--- src/rtl/instr_mem_arbiter.sv ---
// Shares the single port of the instruction memory between the fetch path and a program loader.
// Loads take priority and hold the PC via stall until the whole block has been written.
module instr_mem_arbiter #(
  parameter int ADDR_W = 8,
  parameter int DATA_W = 8
) (
  input  logic              clk,
  input  logic              reset,
  input  logic              fetch_req,
  input  logic [ADDR_W-1:0] fetch_addr,
  output logic              fetch_valid,
  output logic [DATA_W-1:0] fetch_data,
  output logic              stall,
  input  logic              load_start,
  input  logic [ADDR_W-1:0] load_base,
  input  logic [ADDR_W:0]   load_count,
  input  logic              load_valid,
  input  logic [DATA_W-1:0] load_byte,
  output logic              load_ready,
  output logic              load_done,
  output logic [ADDR_W-1:0] mem_addr,
  output logic              mem_we,
  output logic [DATA_W-1:0] mem_wdata,
  input  logic [DATA_W-1:0] mem_rdata
);

  typedef enum logic [1:0] {IDLE, FETCH, LOAD, DONE} state_t;

  localparam logic [ADDR_W:0] DEPTH = {1'b1, {ADDR_W{1'b0}}};
  localparam logic [ADDR_W:0] ONE   = {{ADDR_W{1'b0}}, 1'b1};

  state_t            state;
  state_t            state_next;
  logic [ADDR_W-1:0] ptr;
  logic [ADDR_W:0]   remaining;
  logic              start_load;
  logic              last_byte;

  // A block longer than the memory would only overwrite itself, so cap it at one full pass.
  function automatic logic [ADDR_W:0] clamp_count(input logic [ADDR_W:0] count);
    return (count > DEPTH) ? DEPTH : count;
  endfunction

  always_comb begin
    state_next = state;
    stall      = 1'b0;
    load_ready = 1'b0;
    mem_we     = 1'b0;
    mem_addr   = fetch_addr;
    mem_wdata  = load_byte;
    start_load = 1'b0;
    last_byte  = 1'b0;
    case (state)
      IDLE: begin
        if (load_start && (load_count != '0)) begin
          start_load = 1'b1;
          state_next = LOAD;
        end else if (fetch_req) begin
          state_next = FETCH;
        end
      end
      FETCH: state_next = IDLE;
      LOAD: begin
        stall      = 1'b1;
        load_ready = 1'b1;
        mem_addr   = ptr;
        mem_we     = load_valid;
        if (load_valid && (remaining == ONE)) begin
          last_byte  = 1'b1;
          state_next = DONE;
        end
      end
      DONE: begin
        stall      = 1'b1;
        state_next = IDLE;
      end
      default: state_next = IDLE;
    endcase
  end

  always_ff @(posedge clk) begin
    if (!reset) begin
      state       <= IDLE;
      fetch_valid <= 1'b0;
      fetch_data  <= '0;
      load_done   <= 1'b0;
      ptr         <= '0;
      remaining   <= '0;
    end else begin
      state       <= state_next;
      fetch_valid <= (state == FETCH);
      load_done   <= last_byte;
      if (state == FETCH) begin
        fetch_data <= mem_rdata;
      end
      // Pointer wraps naturally at the top of memory, so a block may straddle 0xFF/0x00.
      if (start_load) begin
        ptr       <= load_base;
        remaining <= clamp_count(load_count);
      end else if ((state == LOAD) && load_valid) begin
        ptr       <= ptr + 1'b1;
        remaining <= remaining - 1'b1;
      end
    end
  end

endmodule

--- config.mk ---
export PLATFORM = sky130hd
export DESIGN_NAME = instr_mem_arbiter
export DESIGN_NICKNAME = d
export VERILOG_FILES = /design/src/rtl/instr_mem_arbiter.sv
export SDC_FILE = /design/constraint.sdc
export NUM_CORES = 1
export LEC_CHECK = 0
export CORE_MARGIN = 5
export CORE_UTILIZATION = 35
export CTS_CLUSTER_DIAMETER = 80
export DETAILED_ROUTE_END_ITERATION = 6
export PLACE_DENSITY = 0.73
export SYNTH_ARGS = -nofsm -noshare
export SYNTH_HDL_FRONTEND = slang
export SYNTH_SLANG_ARGS = --single-unit
--- constraint.sdc ---
create_clock -name clk -period 4.4 [get_ports clk]
set_input_delay 1.32 -clock clk [delete_from_list [all_inputs] [get_ports clk]]
set_output_delay 1.32 -clock clk [all_outputs]
set_load 0.03 [all_outputs]
==> metrics, run 1 <==
hpwl dp 3210 um; Relative slew margins 47.6%; maximum vdd drop 0.182 mV; Inserted Diodes 0; final WL 4440 um; Clock Skew 0.00564 ns; dpl cells 311; postcts setup bufs 0; Final Hold Fails 0; Rows 25; Tightest Hold Check Type flip-flop to flip-flop; CTS root buf clkbuf_8; P_int 0.594 mW; RSZ-0062 raised after global routing false; top-level I/O count 75; Req. time, crit path 3.08 ns; R2R cell count 4; grt ovf 0; worst r2r src state[1]$_SDFFE_PN0P_; Syn Inst Count 218; Final #Nets 313; Worst R2R End ptr[3]$_SDFFE_PN0P_; routed len/inst 13.9 um; Switch Pwr 0.225 mW; status complete, no violations; most numerous cell in the Yosys netlist nand2_1; clock share of power 40.7%; CTS Buffer Depth 2; Worst-Skew Late Latency 0.28 ns; post-cts hold buffer count 0; die area 6240 um^2; asr flop ratio synth 0%; Period Utilization, post-route 88.4%; area grow syn2layout 40.0%; worst-path fanout max 1; Slew Limit Fails 0; Cell Pwr Density 351 nW/um^2; Sequential Power Share 36.6%; synth top area cells dfxtp_1 35%, nand2_1 11%, a21oi_1 6.6%, nand3_1 3.9%, buf_4 3.6%; delay-heaviest family, CP buffers and inverters; Reg2Reg Setup Slack 2.52 ns; maxcap violations 0; Final setup viols 0; area leader, netlist dfxtp_1; Vias/cell 5.20; Synth Cell Area 1670 um^2; Worst Hold Path EP fetch_data[3]$_SDFFE_PN0P_; CTS resizes 0; Syn Area/Cell 7.64 um^2; Buf/Inv on CP 2; Vias 1658; combinational power share 22.6%; synth cell count leaders 47 x nand2_1, 29 x dfxtp_1, 22 x a21oi_1; largest net degree at the start of global routing 25; Residual DRC 0; Critical Path Stages 4; DRT iter0 DRCs 80; first-pass GRT wire length 7320 um; CTS tree yes; Core ar. 4660 um^2; GR Util All Layers 14.6%; Fmax 257 MHz; Setup TNS 0 ns; Seq/Total Area, Yosys 34.9%; Synthesis Warnings 0; H-tree depth 2; Net Count, Synth 267; layout cells sized above 1 6.04%; Clock Sinks 29; Min-Delay Path Depth 2; CP max stage cell clkdlybuf4s50_1; vias in the first global route 1610; Die H 79.0 um; Die Wd 79.0 um; Critical Path AT 2.57 ns; slowest stage delay, CP 0.67 ns; number of clock buffers inserted by TritonCTS 5; Synth top area share 34.9%; ANT nets after route 0; Placer Congestion 0.784; Seq cells post-synth 29; CP endpoint kind output pin; worst-margin pin slew 0.786 ns; crit-path cells clkdlybuf4s50_1, nand2_1, nand2_1, clkdlybuf4s50_1; ys flop type dfxtp_1; Initial Util 35.7%; CP Class input pin to output pin; number of flops mapped to enable cells by yosys 0; Leak 0.883 nW; drt pass-1 iters 4; Clock transition at path regs 0.07 ns; fill count 461; Hold Path Origin fetch_data[3]$_SDFFE_PN0P_; initial antenna violation count 0; Sw Ratio 27.5%; Startpoint Class input pin; Synth cell types 44; Non-Filler Instances 319; input/output buffers 58; min cycle time layout 3.89 ns
## power groups by stage
stage,logic (mW),clock network (mW),registers (mW)
floorplan,0.124,0,0.303
global placement,0.184,0,0.305
detailed placement,0.186,0,0.305
CTS,0.187,0.339,0.300
global route,0.202,0.352,0.303
finish,0.185,0.334,0.300
## worst max path at each step
| stage | startpoint | endpoint | slack, ns |
|---|---|---|---|
| after global routing | fetch_addr[4] | mem_addr[4] | 0.46 |
| final | fetch_addr[3] | mem_addr[3] | 0.51 |
| after global placement | fetch_addr[2] | mem_addr[2] | 0.52 |
| after floorplan | load_valid | mem_we | 1.35 |
| after detailed placement | fetch_addr[3] | mem_addr[3] | 0.50 |
| after CTS | fetch_addr[4] | mem_addr[4] | 0.50 |
## stage by stage
stage          cell area, um^2  util (%)  worst slack, ns  hold slack [ns]  total power, mW
2_1_floorplan             1670         -             1.35            0.478            0.427
3_3_place_gp              2200      47.2            0.519            0.442            0.488
3_5_place_dp              2200      47.2            0.498            0.448            0.491
4_1_cts                   2330      50.0            0.501            0.458            0.825
5_1_grt                   2330      50.0            0.461            0.486            0.857
6_report                  2330      50.0            0.509            0.455            0.819
## logic make-up after synthesis
kind of cell	share of synthesized area [%]
AND/OR/NAND/NOR	30.9
AO/OA/AOI/OAI	19.5
flip-flops	34.9
buffers and inverters	9.24
XOR/XNOR	2.10
adder cells (fa/ha/maj)	2.25
multiplexers	1.20
## worst min-delay path: stages, from the launching register on
cell and delay [ns]:
dfxtp_1 0.31, nand2_1 0.05, a21oi_1 0.05
## registers in the layout, summed over array words and instances (netlist names)
register and cells:
fetch_data 8, fetch_valid 1, load_done 1, ptr 8, remaining 9, state 2
## metal layers
| layer | global-route usage, % | up-vias | part of all wire [%] |
|---|---|---|---|
| met5 | 0 | - | 0 |
| li1 | - | 856 | - |
| met4 | 5.15 | 0 | 0.95 |
| met2 | 23.9 | 65 | 45 |
| met1 | 17.4 | 732 | 45 |
| met3 | 5.56 | 5 | 9.4 |
## cell usage in the layout, fill, tap and decap left out, types with 2 or more instances in the layout
cell             synthesis  final
clkdlybuf4s50_1          0     57
nand2_1                 47     47
dfxtp_1                 29     29
a21oi_1                 22     22
nand3_1                 13     13
nor2_1                  10     10
inv_1                    6      6
nor4_1                   5      5
nor3b_1                  5      5
clkbuf_8                 0      5
a211oi_1                 4      4
nand2b_1                 3      3
nor3_1                   3      3
o21a_1                   3      3
a22oi_1                  3      3
and3_1                   3      3
o31ai_1                  3      3
ha_1                     3      3
buf_4                    8      3
nand3b_1                 2      2
xnor2_1                  2      2
o21ai_1                  2      2
and2_1                   2      2
mux2i_1                  2      2
a31oi_1                  2      2
or4_1                    2      2
a311oi_1                 2      2
o21ai_0                  2      2
or3_1                    2      2
xor2_1                   2      2
nand4b_1                 2      2
bufinv_16                0      2
## layout make-up
class                   count  area [um^2]  area share (%)
clock inverters             3         65.1            2.79
multi-input cells         161          931            39.9
clock buffers               5         68.8            2.95
flip-flops and latches     29          581            24.9
well taps                  54         67.6            2.90
repair buffers             60          593            25.4
inverters                   7         26.3            1.13
No activity file was read; power rests on OpenSTA's default activity.
==> run 2: changes to the inputs <==
--- a/config.mk
+++ b/config.mk
@@ -6,10 +6,10 @@
 export NUM_CORES = 1
 export LEC_CHECK = 0
 export CORE_MARGIN = 5
-export CORE_UTILIZATION = 35
+export CORE_UTILIZATION = 45
 export CTS_CLUSTER_DIAMETER = 80
 export DETAILED_ROUTE_END_ITERATION = 6
-export PLACE_DENSITY = 0.73
+export PLACE_DENSITY = 0.9
 export SYNTH_ARGS = -nofsm -noshare
 export SYNTH_HDL_FRONTEND = slang
 export SYNTH_SLANG_ARGS = --single-unit
==> run 2 against run 1 <==
Effect of this change:
- cell count decreased by 1.9%
- sequential share of layout area increased by 0.43 points
- total power decreased by 11%
- sequential power about the same
- via count increased by 1.5%
- design area decreased by 1.7%
- global-route usage increased by 2.9 points
- routed wire length decreased by 3.0%
- critical path depth unchanged
==> metrics, run 2 (synthesis gave the netlist of run 1 again) <==
Sequential Power Share 41.4% (+4.8 points); hpwl dp 3150 um (-1.9%); DRT iter0 DRCs 90 (+13%); fin area 2290 um^2 (-1.7%); area grow syn2layout 37.6%; Vias 1683 (+1.5%); Die Wd 70.8 um (-10%); Cell Pwr Density 317 nW/um^2 (-9.8%); post-cts hold buffer count 0 (unchanged); worst-margin pin slew 0.761 ns (-0.0245 ns); Final Hold Fails 0 (unchanged); Req. time, crit path 3.08 ns (about the same); CP max stage cell clkdlybuf4s50_1; maximum vdd drop 0.219 mV (+20%); CTS resizes 0 (unchanged); Inserted Diodes 0 (unchanged); top-level I/O count 75 (unchanged); Placer Congestion 0.791 (+0.78%); Sw Ratio 29.7% (+2.3 points); commonest non-fill, non-tap cells in the layout 57 x clkdlybuf4s50_1, 47 x nand2_1, 29 x dfxtp_1, 22 x a21oi_1, 13 x nand3_1; Critical Path Stages 4 (unchanged); Switch Pwr 0.216 mW (-3.9%); Worst-Skew Late Latency 0.28 ns (about the same); vias in the first global route 1636 (+1.6%); Slew Limit Fails 0 (unchanged); CP endpoint mem_addr[5]; R2R cell count 4 (unchanged); P_int 0.510 mW (-14%); Largest register FFs 9 (unchanged); maxcap violations 0 (unchanged); min cycle time layout 3.91 ns (+0.0206 ns); Vias/cell 5.38 (+3.5%); Crit. Startpoint fetch_addr[5]; Fmax 256 MHz (-0.53%); H-tree depth 2 (unchanged); slowest stage delay, CP 0.68 ns (about the same); Reg2Reg Setup Slack 2.54 ns (+0.02 ns); Clock Sinks 29 (unchanged); postcts setup bufs 0 (unchanged); combinational power share 25.3% (+2.7 points); Die H 70.8 um (-10%); Clock transition at path regs 0.06 ns (about the same); delay-heaviest family, CP buffers and inverters; input/output buffers 58 (unchanged); Startpoint Class input pin; first-pass GRT wire length 7280 um (-0.56%); CP Class input pin to output pin; Critical Path AT 2.59 ns (+0.02 ns); Period Utilization, post-route 88.9% (+0.47 points); RSZ-0062 raised after global routing false; Rows 22 (-12%); initial antenna violation count 0 (unchanged); number of clock buffers inserted by TritonCTS 5 (unchanged); Final setup viols 0 (unchanged); Core ar. 3630 um^2 (-22%); layout cells sized above 1 6.04% (unchanged); CTS root buf clkbuf_8; routed len/inst 13.8 um (-1.1%); grt ovf 0 (unchanged); Leak 0.869 nW (-1.6%); worst r2r src state[1]$_SDFFE_PN0P_; GR Util All Layers 17.5% (+2.9 points); drt pass-1 iters 4 (unchanged); Buf/Inv on CP 2 (unchanged); total power 0.727 mW (-11%); Relative slew margins 49.2% (+1.6 points); die area 5020 um^2 (-20%); final WL 4310 um (-3.0%); Tightest Hold Check Type flip-flop to flip-flop; commonest non-fill, non-tap cell in the layout clkdlybuf4s50_1; Initial Util 45.8% (+10 points); Clock Skew 0.00589 ns (+0.000246 ns); worst-path fanout max 1 (unchanged); Worst R2R End ptr[3]$_SDFFE_PN0P_; fill count 339 (-26%); largest net degree at the start of global routing 25 (unchanged); Setup TNS 0 ns (unchanged); clock share of power 33.4% (-7.3 points); Regs by FF count remaining x9, fetch_data x8, ptr x8; Final #Nets 313 (unchanged); status complete, no violations; Top reg by flops remaining; CP endpoint kind output pin; CTS tree yes; crit-path cells clkdlybuf4s50_1, nand2_1, nand2_1, clkdlybuf4s50_1; CTS Buffer Depth 2 (unchanged); Post-DP Area 2190 um^2 (-0.34%); Residual DRC 0 (unchanged); ANT nets after route 0 (unchanged)
## run 2: cell types whose count changed in the layout (fill, tap and decap cells not counted)
cell       change
clkbuf_8       +2
bufinv_16      -2
## run 2: layer usage
| layer | vias to the layer above | GRT usage, % | part of all wire [%] |
|---|---|---|---|
| met4 | 0 | 6.68 | 1.7 |
| met5 | - | 0 | 0 |
| met1 | 757 | 20.6 | 43 |
| met2 | 65 | 30.3 | 48 |
| met3 | 12 | 4.69 | 7.2 |
| li1 | 849 | - | - |
## run 2: how the worst min path moves through the flow
stage | from | end | depth (start not counted)
floorplan | ptr[1]$_SDFFE_PN0P_ | ptr[1]$_SDFFE_PN0P_ | 2
global placement | fetch_data[4]$_SDFFE_PN0P_ | fetch_data[4]$_SDFFE_PN0P_ | 2
detailed placement | fetch_data[3]$_SDFFE_PN0P_ | fetch_data[3]$_SDFFE_PN0P_ | 2
CTS | fetch_data[3]$_SDFFE_PN0P_ | fetch_data[3]$_SDFFE_PN0P_ | 2
global route | fetch_data[5]$_SDFFE_PN0P_ | fetch_data[5]$_SDFFE_PN0P_ | 2
finish | fetch_data[3]$_SDFFE_PN0P_ | fetch_data[3]$_SDFFE_PN0P_ | 2
## run 2: worst min-delay path, delay by kind of cell (launching register included)
kind,cells,cell delay (ns)
compound gates,1,0.05
simple gates,1,0.05
flops,1,0.31
## run 2: area by class of cell
type,count,area (um^2),area share [%]
Multi-Input combinational cell,161,931,40.6
Timing Repair Buffer,60,593,25.9
Sequential cell,29,581,25.3
Clock buffer,7,96.3,4.20
Tap cell,48,60.1,2.62
Inverter,7,26.3,1.15
Clock inverter,1,5.00,0.218
## run 2: power by group through the flow
stage | Sequential, mW | Combinational, mW | Clock (mW)
2_1_floorplan | 0.303 | 0.124 | 0
3_3_place_gp | 0.305 | 0.181 | 0
3_5_place_dp | 0.306 | 0.184 | 0
4_1_cts | 0.300 | 0.185 | 0.247
5_1_grt | 0.303 | 0.202 | 0.257
6_report | 0.301 | 0.183 | 0.243
## run 2: through the flow
stage	hold WS [ns]	util [%]	setup slack, ns	std cells
2_1_floorplan	0.478	-	1.35	218
3_3_place_gp	0.442	60.3	0.523	305
3_5_place_dp	0.447	60.3	0.488	305
4_1_cts	0.456	63.1	0.484	313
5_1_grt	0.484	63.1	0.444	313
6_report	0.455	63.1	0.488	313
==> run 3: changes to the inputs <==
--- a/config.mk
+++ b/config.mk
@@ -6,10 +6,10 @@
 export NUM_CORES = 1
 export LEC_CHECK = 0
 export CORE_MARGIN = 5
-export CORE_UTILIZATION = 45
+export CORE_UTILIZATION = 42
 export CTS_CLUSTER_DIAMETER = 80
 export DETAILED_ROUTE_END_ITERATION = 6
-export PLACE_DENSITY = 0.9
+export PLACE_DENSITY = 0.85
 export SYNTH_ARGS = -nofsm -noshare
 export SYNTH_HDL_FRONTEND = slang
 export SYNTH_SLANG_ARGS = --single-unit
==> constraint.sdc (replaced) <==
create_clock -name clk -period 4.1 [get_ports clk]
set_input_delay 1.23 -clock clk [delete_from_list [all_inputs] [get_ports clk]]
set_output_delay 1.23 -clock clk [all_outputs]
set_load 0.03 [all_outputs]
==> run 3 against run 2 <==
Effect of this change:
- critical path type unchanged
- non-clock buffer count up 1
- setup slack lost 0.093 ns
- critical path depth stayed put
- design area fell by 0.33%
- sequential cell count did not move
- largest power group unchanged
- via count up 2.9%
==> metrics, run 3 (synthesis gave the netlist of run 1 again) <==
status complete, no violations; Largest register FFs 9 (unchanged); Clock transition at path regs 0.06 ns (about the same); delay-heaviest family, CP buffers and inverters; Placer Congestion 0.839 (+6.2%); P_int 0.514 mW (+0.74%); Startpoint Class input pin; Cell Pwr Density 329 nW/um^2 (+3.9%); Buf/Inv on CP 2 (unchanged); routed len/inst 14.1 um (+2.4%); Rows 22 (unchanged); DRT iter0 DRCs 94 (+4.4%); top-level I/O count 75 (unchanged); Place WS 0.396 ns (-0.0917 ns); Residual DRC 0 (unchanged); Final #Nets 314 (+0.32%); worst r2r src state[1]$_SDFFE_PN0P_; Critical Path AT 2.48 ns (-0.11 ns); min cycle time layout 3.71 ns; clock share of power 30.6% (-2.8 points); R2R cell count 4 (unchanged); CP Class input pin to output pin; Core ar. 3740 um^2 (+3.0%); Fmax 270 MHz; commonest non-fill, non-tap cells in the layout 57 x clkdlybuf4s50_1, 47 x nand2_1, 29 x dfxtp_1, 22 x a21oi_1, 13 x nand3_1; Vias/cell 5.52 (+2.6%); H-tree depth 2 (unchanged); Die Wd 73.0 um (+3.0%); Crit. Startpoint fetch_addr[4]; Reg2Reg Setup Slack 2.13 ns (-0.41 ns); GR Util All Layers 17.4% (-0.11 points); crit-path cells clkdlybuf4s50_1, nand2_1, nand2_1, clkdlybuf4s50_1; Regs by FF count remaining x9, fetch_data x8, ptr x8; Leak 0.863 nW (-0.68%); grt ovf 0 (unchanged); Critical Path Stages 4 (unchanged); Req. time, crit path 2.87 ns (-0.21 ns); CP max stage cell clkdlybuf4s50_1; Inserted Diodes 0 (unchanged); CP endpoint kind output pin; Worst R2R End ptr[3]$_SDFFE_PN0P_; initial antenna violation count 0 (unchanged); worst-margin pin slew 0.785 ns (+0.0231 ns); hpwl dp 3220 um (+2.4%); maxcap violations 0 (unchanged); number of clock buffers inserted by TritonCTS 5 (unchanged); Setup TNS 0 ns (unchanged); Top reg by flops remaining; Final Hold Fails 0 (unchanged); Tightest Hold Check Type flip-flop to flip-flop; commonest non-fill, non-tap cell in the layout clkdlybuf4s50_1; worst-path fanout max 1 (unchanged); Initial Util 44.5% (-1.3 points); final WL 4420 um (+2.7%); Sw Ratio 31.6% (+1.9 points); CTS root buf clkbuf_8; Clock Sinks 29 (unchanged); ANT nets after route 0 (unchanged); Relative slew margins 47.6% (-1.5 points); vias in the first global route 1598 (-2.3%); CTS tree yes; postcts setup bufs 0 (unchanged); CTS resizes 0 (unchanged); drt pass-1 iters 4 (unchanged); worst setup margin 0.395 ns (-0.0934 ns); total power 0.752 mW (+3.5%); RSZ-0062 raised after global routing false; first-pass GRT wire length 7350 um (+0.95%); Die H 73.0 um (+3.0%); Final setup viols 0 (unchanged); CTS Buffer Depth 2 (unchanged); maximum vdd drop 0.196 mV (-11%); post-cts hold buffer count 0 (unchanged); slowest stage delay, CP 0.67 ns (about the same); Vias 1732 (+2.9%); area grow syn2layout 37.2%; CP endpoint mem_addr[4]; Clock Skew 0.00285 ns (-0.00303 ns); largest net degree at the start of global routing 25 (unchanged); die area 5320 um^2 (+6.1%); Worst-Skew Late Latency 0.28 ns (about the same); Slew Limit Fails 0 (unchanged); layout cells sized above 1 6.39% (+0.35 points); combinational power share 26.5% (+1.2 points); input/output buffers 58 (unchanged); Sequential Power Share 42.9% (+1.5 points); Switch Pwr 0.238 mW (+10%); Period Utilization, post-route 90.4%
==> run 3: cell types whose count changed in the layout (fill, tap and decap cells not counted) <==
cell	previous run	this run
clkbuf_8	7	5
clkinvlp_4	0	1
buf_4	3	4
clkinv_2	1	2
==> run 3: routing by layer <==
metal  wire length [um]  global-route usage [%]  vias to the layer above
met5                  0                       0                        -
met4                 78                    7.79                        0
met3                444                    5.37                       15
met2               2090                    27.4                       82
met1               1820                    21.8                      782
li1                   -                       -                      853
==> run 3: area by class of cell <==
type | count | area, um^2
multi-input cells | 161 | 931
inverters | 7 | 26.3
repair buffers | 61 | 601
clock inverters | 3 | 17.5
well taps | 48 | 60.1
clock buffers | 5 | 68.8
flip-flops and latches | 29 | 581
fillers | 366 | 1460
==> run 3: how the worst min path moves through the flow <==
stage | endpoint | cells past startpoint | start
floorplan | ptr[1]$_SDFFE_PN0P_ | 2 | ptr[1]$_SDFFE_PN0P_
global route | fetch_data[6]$_SDFFE_PN0P_ | 2 | fetch_data[6]$_SDFFE_PN0P_
detailed placement | fetch_data[6]$_SDFFE_PN0P_ | 2 | fetch_data[6]$_SDFFE_PN0P_
global placement | fetch_data[3]$_SDFFE_PN0P_ | 2 | fetch_data[3]$_SDFFE_PN0P_
CTS | fetch_data[6]$_SDFFE_PN0P_ | 2 | fetch_data[6]$_SDFFE_PN0P_
finish | fetch_data[6]$_SDFFE_PN0P_ | 2 | fetch_data[6]$_SDFFE_PN0P_
==> run 3: stage by stage <==
stage | hold slack (ns) | cell area [um^2] | cells | utilization, %
3_5_place_dp | 0.448 | 2200 | 306 | 58.7
2_1_floorplan | 0.478 | 1670 | 218 | -
4_1_cts | 0.457 | 2280 | 314 | 61.0
3_3_place_gp | 0.441 | 2200 | 306 | 58.7
6_report | 0.452 | 2280 | 314 | 61.0
5_1_grt | 0.490 | 2280 | 314 | 61.0
==> run 3: worst reg2reg max path, stage by stage, from the launching register on <==
cell	delay (ns)
dfxtp_1	0.40
or3b_4	0.45
a31o_1	0.45
a311oi_1	0.41
a21oi_1	0.11
==> run 3: power groups by stage <==
stage          sequential (mW)  combinational [mW]  clock (mW)
2_1_floorplan            0.325               0.133           0
3_3_place_gp             0.327               0.197           0
3_5_place_dp             0.328               0.200           0
4_1_cts                  0.322               0.201       0.237
5_1_grt                  0.326               0.218       0.250
6_report                 0.322               0.200       0.230
